`config.mk`:
```
export PLATFORM = sky130hd
export DESIGN_NAME = alu_mul_seq
export DESIGN_NICKNAME = d
export VERILOG_FILES = /design/src/rtl/alu_mul_seq.sv
export SDC_FILE = /design/constraint.sdc
export NUM_CORES = 1
export LEC_CHECK = 0
export ABC_CLOCK_PERIOD_IN_PS = 3100
export BUFFER_PORTS_ARGS = -buffer_cell sky130_fd_sc_hd__buf_2
export CAP_MARGIN = 20
export CORE_MARGIN = 2
export CORE_UTILIZATION = 54
export CTS_CLUSTER_DIAMETER = 80
export DETAILED_ROUTE_END_ITERATION = 7
export PLACE_DENSITY_LB_ADDON = 0.3
export SETUP_SLACK_MARGIN = 0.3
export SYNTH_ARGS = -nofsm -noshare
export SYNTH_HDL_FRONTEND = slang
export SYNTH_SLANG_ARGS = --single-unit
```
`constraint.sdc`:
```
create_clock -name clk -period 3.1 [get_ports clk]
set_clock_uncertainty 0.2 [all_clocks]
set_input_delay 0.155 -clock clk [delete_from_list [all_inputs] [get_ports clk]]
set_output_delay 0.155 -clock clk [all_outputs]
set_load 0.02 [all_outputs]
```
`src/rtl/alu_mul_seq.sv`:
```
// Sequential shift-add multiplier that drives the shared execute-stage ALU.
// Optional ALU_MUL_SEQ_ZERO_SKIP_EN: stop iterating once the remaining multiplier is zero.
//
// state | meaning
// IDLE  | ready for a request
// CHECK | choose next step: finish, add multiplicand, or shift only
// ADD   | acc_r <= acc_r + a_r through the ALU
// SHL   | a_r <= a_r << 1 through the ALU
// SHR   | b_r <= b_r >> 1 through the ALU, count one iteration
// DONE  | product presented until consumer takes it
module alu_mul_seq #(
  parameter int WIDTH = 16
) (
  input  logic             clk,
  input  logic             rst_n,
  input  logic             req_valid,
  output logic             req_ready,
  input  logic [WIDTH-1:0] req_a,
  input  logic [WIDTH-1:0] req_b,
  output logic             rsp_valid,
  input  logic             rsp_ready,
  output logic [WIDTH-1:0] rsp_product,
  output logic [WIDTH-1:0] alu_src1,
  output logic [WIDTH-1:0] alu_src2,
  output logic [2:0]       alu_aopcode,
  input  logic [WIDTH-1:0] alu_result
);

  localparam int CW = $clog2(WIDTH + 1);

  localparam logic [2:0] S_IDLE  = 3'd0;
  localparam logic [2:0] S_CHECK = 3'd1;
  localparam logic [2:0] S_ADD   = 3'd2;
  localparam logic [2:0] S_SHL   = 3'd3;
  localparam logic [2:0] S_SHR   = 3'd4;
  localparam logic [2:0] S_DONE  = 3'd5;

  localparam logic [2:0] OP_ADD = 3'b000;
  localparam logic [2:0] OP_SHR = 3'b110;
  localparam logic [2:0] OP_SHL = 3'b111;

  logic [2:0]       state;
  logic [WIDTH-1:0] a_r;
  logic [WIDTH-1:0] b_r;
  logic [WIDTH-1:0] acc_r;
  logic [CW-1:0]    cnt_r;
  logic             done_cond;

`ifdef ALU_MUL_SEQ_ZERO_SKIP_EN
  assign done_cond = (b_r == '0) || (cnt_r == CW'(WIDTH));
`else
  assign done_cond = (cnt_r == CW'(WIDTH));
`endif

  assign req_ready   = (state == S_IDLE);
  assign rsp_valid   = (state == S_DONE);
  assign rsp_product = rsp_valid ? acc_r : '0;

  // ALU sees zeros/ADD whenever this block is not actively using it
  always_comb begin
    alu_src1    = '0;
    alu_src2    = '0;
    alu_aopcode = OP_ADD;
    case (state)
      S_ADD: begin
        alu_src1    = acc_r;
        alu_src2    = a_r;
        alu_aopcode = OP_ADD;
      end
      S_SHL: begin
        alu_src2    = a_r;
        alu_aopcode = OP_SHL;
      end
      S_SHR: begin
        alu_src2    = b_r;
        alu_aopcode = OP_SHR;
      end
      default: ;
    endcase
  end

  always_ff @(posedge clk or negedge rst_n) begin
    if (!rst_n) begin
      state <= S_IDLE;
      a_r   <= '0;
      b_r   <= '0;
      acc_r <= '0;
      cnt_r <= '0;
    end else begin
      case (state)
        S_IDLE: begin
          if (req_valid) begin
            a_r   <= req_a;
            b_r   <= req_b;
            acc_r <= '0;
            cnt_r <= '0;
            state <= S_CHECK;
          end
        end
        S_CHECK: begin
          if (done_cond)   state <= S_DONE;
          else if (b_r[0]) state <= S_ADD;
          else             state <= S_SHL;
        end
        S_ADD: begin
          acc_r <= alu_result;
          state <= S_SHL;
        end
        S_SHL: begin
          a_r   <= alu_result;
          state <= S_SHR;
        end
        S_SHR: begin
          b_r   <= alu_result;
          cnt_r <= cnt_r + CW'(1);
          state <= S_CHECK;
        end
        S_DONE: begin
          if (rsp_ready) state <= S_IDLE;
        end
        default: state <= S_IDLE;
      endcase
    end
  end

endmodule
```
; ---- After elaboration in Yosys (flattened, before gate mapping)
; Cells that the tools add are included.
[word_totals]
regBits = 56
input_bits = 52
output_inout_bits = 53
elab_cells = 40
[classes]
n_addsub = 1
eq_ne = 8
n_mux = 17
n_reduce_logical = 9
[op_table]
columns = op, n
row1 = $pmux 16 s2, 4
row2 = $mux 16, 5
row3 = $pmux 3 s6, 1
row4 = $pmux 5 s2, 1
row5 = $mux 3, 3
row6 = $reduce_and 2->1, 4
row7 = $eq 3x2->1 const B, 2
row8 = $eq 3x3->1 const B, 2
row9 = $pmux 3 s2, 1
row10 = $reduce_bool 2->1, 3
row11 = $add 5x1->5 const B, 1
row12 = $eq 5x5->1 const B, 1
row13 = $mux 5, 1
row14 = $eq 3x1->1 const B, 1
row15 = $logic_not 3->1, 1
row16 = $ne 2x1->1 const B, 1
row17 = $ne 2x2->1 const B, 1
row18 = $reduce_or 2->1, 1
row19 = $mux 1, 1

; ---- Logic depth before layout (Yosys ltp)
[logic_depth]
ltp_word = 3
ltp_mapped = 5
depth_no_buf = 5

; ---- Worst setup path before layout
; OpenSTA, ideal clock, no wires.
[synth_path]
path_kind = reg2out
from = reg state[0]
to = out alu_aopcode[2]
arrival_ns = 1.456
t_required_ns = 2.745
path_slack_ns = 1.289
stages_incl_launch_ff = 6
n_path_buf = 3
cell_sequence = dfrtp_1 > buf_2 > nand3b_1 > clkbuf_1 > nand2_1 > buf_4
[synth_between]
elab_chain_cells = 2
[synth_lines]
columns = item, line
row1 = start: declaration, 42  ; logic [2:0] state;
row2 = start signal: assignment, 84  ; state <= S_IDLE;
row3 = start signal: assignment, 97  ; state <= S_CHECK;
row4 = start signal: assignment, 101  ; if (done_cond) state <= S_DONE;
row5 = $eq 3x3->1 or $eq 3x2->1 (tied branches), 64  ; case (state)
row6 = $pmux 3 s2 *, 64
row7 = end: declaration, 25  ; output logic [2:0] alu_aopcode,
; Every way passes the cells marked *; elsewhere a longest branch is shown, timed or not.

; ---- Worst setup path after layout
[layout_path]
from = reg state[1]
to = out alu_src1[12]
[layout_between]
elab_chain_cells = 2
[layout_lines]
columns = item, line
row1 = $eq 3x2->1, 64
row2 = $mux 16, 64
row3 = end: declaration, 23  ; output logic [WIDTH-1:0] alu_src1,
; Every way passes these cells.

==> results_dict.tcl <==
set metrics [dict create \
    status "complete, no violations" \
    fillerInstances 342 \
    synthArstFlopShare_pct 100 \
    nNetsFinal 480 \
    start_util_pct 56.6 \
    gp_congestion 0.772 \
    synthMuxAreaShare_pct 12.1 \
    synth-simple-area-share_pct 16.1 \
    worst_pin_slew_ns 0.862 \
    power_mw 3.69 \
    root_buffer "clkbuf_8" \
    die-area_sq_um 6020 \
    drc 0 \
    synth_top_cell_area_share_pct 47.9 \
    drive_gt1_share_pct 29.5 \
    vias_per_cell 5.49 \
    die_h_um 77.6 \
    avgSynthCellArea_sq_um 10.5 \
    stdcell_area_sq_um 4060 \
    synth.area.top_cells "dfrtp_1 (48%), mux2i_1 (11%), a22o_1 (10%)" \
    synth_top_family_by_area "compound AO/OA/AOI/OAI gates" \
    period_needed_ns 2.63 \
    drt_wl_total_um 8210 \
    critical_path_buf_inv_count 2 \
    cts_tree "yes" \
    syn_inst 280 \
    synth_edf_count 0 \
    grt_setup_unrepaired "false" \
    worstSkewPairLatency_ns 0.30 \
    first_global_vias 2767 \
    synth_top_area_cell "dfrtp_1" \
    hp-class "in -> reg" \
    synth_commonest_cells "dfrtp_1 (56), a22o_1 (35), mux2i_1 (33)" \
    post_dp_cell_area_sq_um 3470 \
    grt_usage_pct 27.9 \
    clock-sinks 56 \
    antenna_found_initial 0 \
    synth_cell_type_count 35 \
    port_buffers 104 \
    synth_compound_area_share_pct 16.8 \
    vias 2728 \
    dp_hpwl_um 5100 \
    overflow 0 \
    maxCapViolations 0 \
    cpLargestDelayFamily "simple AND/OR/NAND/NOR gates" \
    cts_buffer_depth 2 \
    area_growth_pct 38.8 \
    fp-row-count 26 \
    path_class "reg -> out" \
    synth-main-ff-cell "dfrtp_1" \
    synth_xor_area_share_pct 0.599 \
    synth_fa_ha_area_share_pct 1.20 \
    finalHoldViolCount 0 \
    worst_setup_path_start_kind "flop" \
    synth_area_sq_um 2930 \
    leakage_nw 1.97 \
    p_per_area_nw_per_um2 909 \
    numCtsBuffers 5 \
    drtIter0Drc 111 \
    wl_per_cell_um 16.5 \
    fin_ws_ns 0.470 \
    cts.repair.resized 0 \
    synth_nets 334 \
    ys_warn_count 0 \
    worst_path_max_delay_cell "nor3b_4" \
    critPathRequiredTime_ns 2.74 \
    place_ws_ns 0.868 \
    slowest_delay_ns 0.67 \
    die_w_um 77.6 \
    tns_ns 0 \
    detail-route-antenna-nets 0 \
    vdd_drop_max_mv 0.515 \
    seq_area_frac_synth_pct 47.9 \
    slew_headroom_pct 42.6 \
    endpoint_kind "output pin" \
    path_cells "nor3b_4, buf_4, and2_1, buf_2" \
    dp.cells 439 \
    timing.final.crit_share_pct 84.8 \
    fmax_ghz 0.380 \
    h-tree-depth 2 \
    rrSetupSlack_ns 0.49 \
    clk_transition_reported_paths_ns 0.09 \
    layoutNonFillerInstCount 497 \
    slew_violations 0 \
    ios 105 \
    path_max_fanout 19 \
    grt_pass1_wl_um 13200 \
    num_antenna_cells 0 \
    yosysMostFrequentCell "dfrtp_1" \
    critical_path_arrival_ns 2.27 \
    synth-seq-cells 56 \
    setup_viol_count_final 0 \
    core-area_sq_um 5170 \
    grt_max_degree 40 \
    first_pass_iters 4 \
]
[logic make-up (layout without fill, tap and decap cells)]
kind of cell / count (synthesis) / after routing
simple gates: 85 / 85
xor+xnor: 2 / 2
mux: 35 / 35
fa+ha+maj: 3 / 3
compound gates: 71 / 71
flops: 56 / 56
buf+inv: 28 / 175
[worst reg2reg max path, stage by stage (launching register included)]
cell and delay [ns]:
dfrtp_1 0.55, nor4b_2 0.37, buf_4 0.43, mux2i_1 0.28, o21ai_0 0.10, dlygate4sd3_1 0.57
[flip-flops by register name (all words and copies together), names as in the netlist]
signal	count
a_r	16
acc_r	16
b_r	16
cnt_r	5
state	3
[what timing repair did]
| item | 4_1_cts | 5_1_grt |
|---|---|---|
| buffers inserted | 0 | 0 |
| hold endpoints to repair | 87 | 0 |
| hold buffers | 50 | 0 |
[metal layers]
layer / part of all wire (%) / up-vias / GRT usage, % / wire length (um)
met5: 0 / - / 0 / 0
met4: 1.5 / 0 / 10.2 / 127
met3: 6.4 / 12 / 5.70 / 529
met2: 51 / 111 / 47.4 / 4200
met1: 41 / 1330 / 35.2 / 3360
li1: - / 1275 / - / -
[cells in the final DEF (no fill, tap or decap)]
| master | instances |
|---|---|
| mux2_2 | 1 |
| buf_4 | 8 |
| clkbuf_8 | 5 |
| o21ai_1 | 14 |
| or3b_1 | 1 |
| nor4b_2 | 1 |
| nand3b_1 | 1 |
| buf_2 | 104 |
| nor4_1 | 1 |
| nand2_1 | 18 |
| clkinvlp_4 | 2 |
| and3b_2 | 1 |
| nor2_1 | 19 |
| mux2i_1 | 33 |
| nand4bb_1 | 1 |
| nand3_1 | 2 |
| nor2b_1 | 2 |
| dfrtp_1 | 56 |
| and3_1 | 1 |
| nor3b_1 | 1 |
| inv_1 | 5 |
| and2_1 | 32 |
| o21ai_0 | 2 |
| ha_1 | 2 |
| a22o_1 | 35 |
| xnor2_1 | 2 |
| o21a_1 | 1 |
| o32ai_1 | 1 |
| nor3_1 | 1 |
| clkinv_4 | 1 |
| maj3_1 | 1 |
| nor3b_4 | 2 |
| dlygate4sd3_1 | 50 |
| nor2_2 | 1 |
| mux2_1 | 1 |
| a21oi_1 | 18 |
[report_power, final]
| group | internal (mW) | switching, mW |
|---|---|---|
| Combinational | 0.907 | 1.05 |
| Sequential | 1.06 | 0.266 |
| Clock | 0.161 | 0.246 |
[layout make-up]
| type | instances | area, sq um | share of cell area (%) |
|---|---|---|---|
| well taps | 70 | 87.6 | 2.16 |
| clock inverters | 3 | 23.8 | 0.585 |
| clock buffers | 5 | 68.8 | 1.69 |
| repair buffers | 162 | 1080 | 26.6 |
| inverters | 5 | 18.8 | 0.462 |
| multi-input cells | 196 | 1380 | 34.0 |
| flip-flops and latches | 56 | 1400 | 34.5 |
[through the flow]
| step | hold WS (ns) | util (%) |
|---|---|---|
| final | 0.107 | 78.5 |
| after global routing | 0.0995 | 78.5 |
| after CTS | 0.0969 | 78.5 |
| after detailed placement | 0.118 | 67.1 |
| after global placement | 0.106 | 67.1 |
| after floorplan | -0.341 | - |
[worst paths after layout]
check / end / depth (start not counted) / from
setup / recovery: alu_src1[12] / 4 / state[1]
setup reg to reg: b_r[1] / 5 / state[1]
min in group asynchronous: acc_r[5] / 2 / rst_n
hold / removal: state[0] / 3 / req_valid
hold reg to reg: acc_r[5] / 1 / acc_r[5]
max in group asynchronous: acc_r[0] / 3 / rst_n
Power figures use the tool's default switching activity.
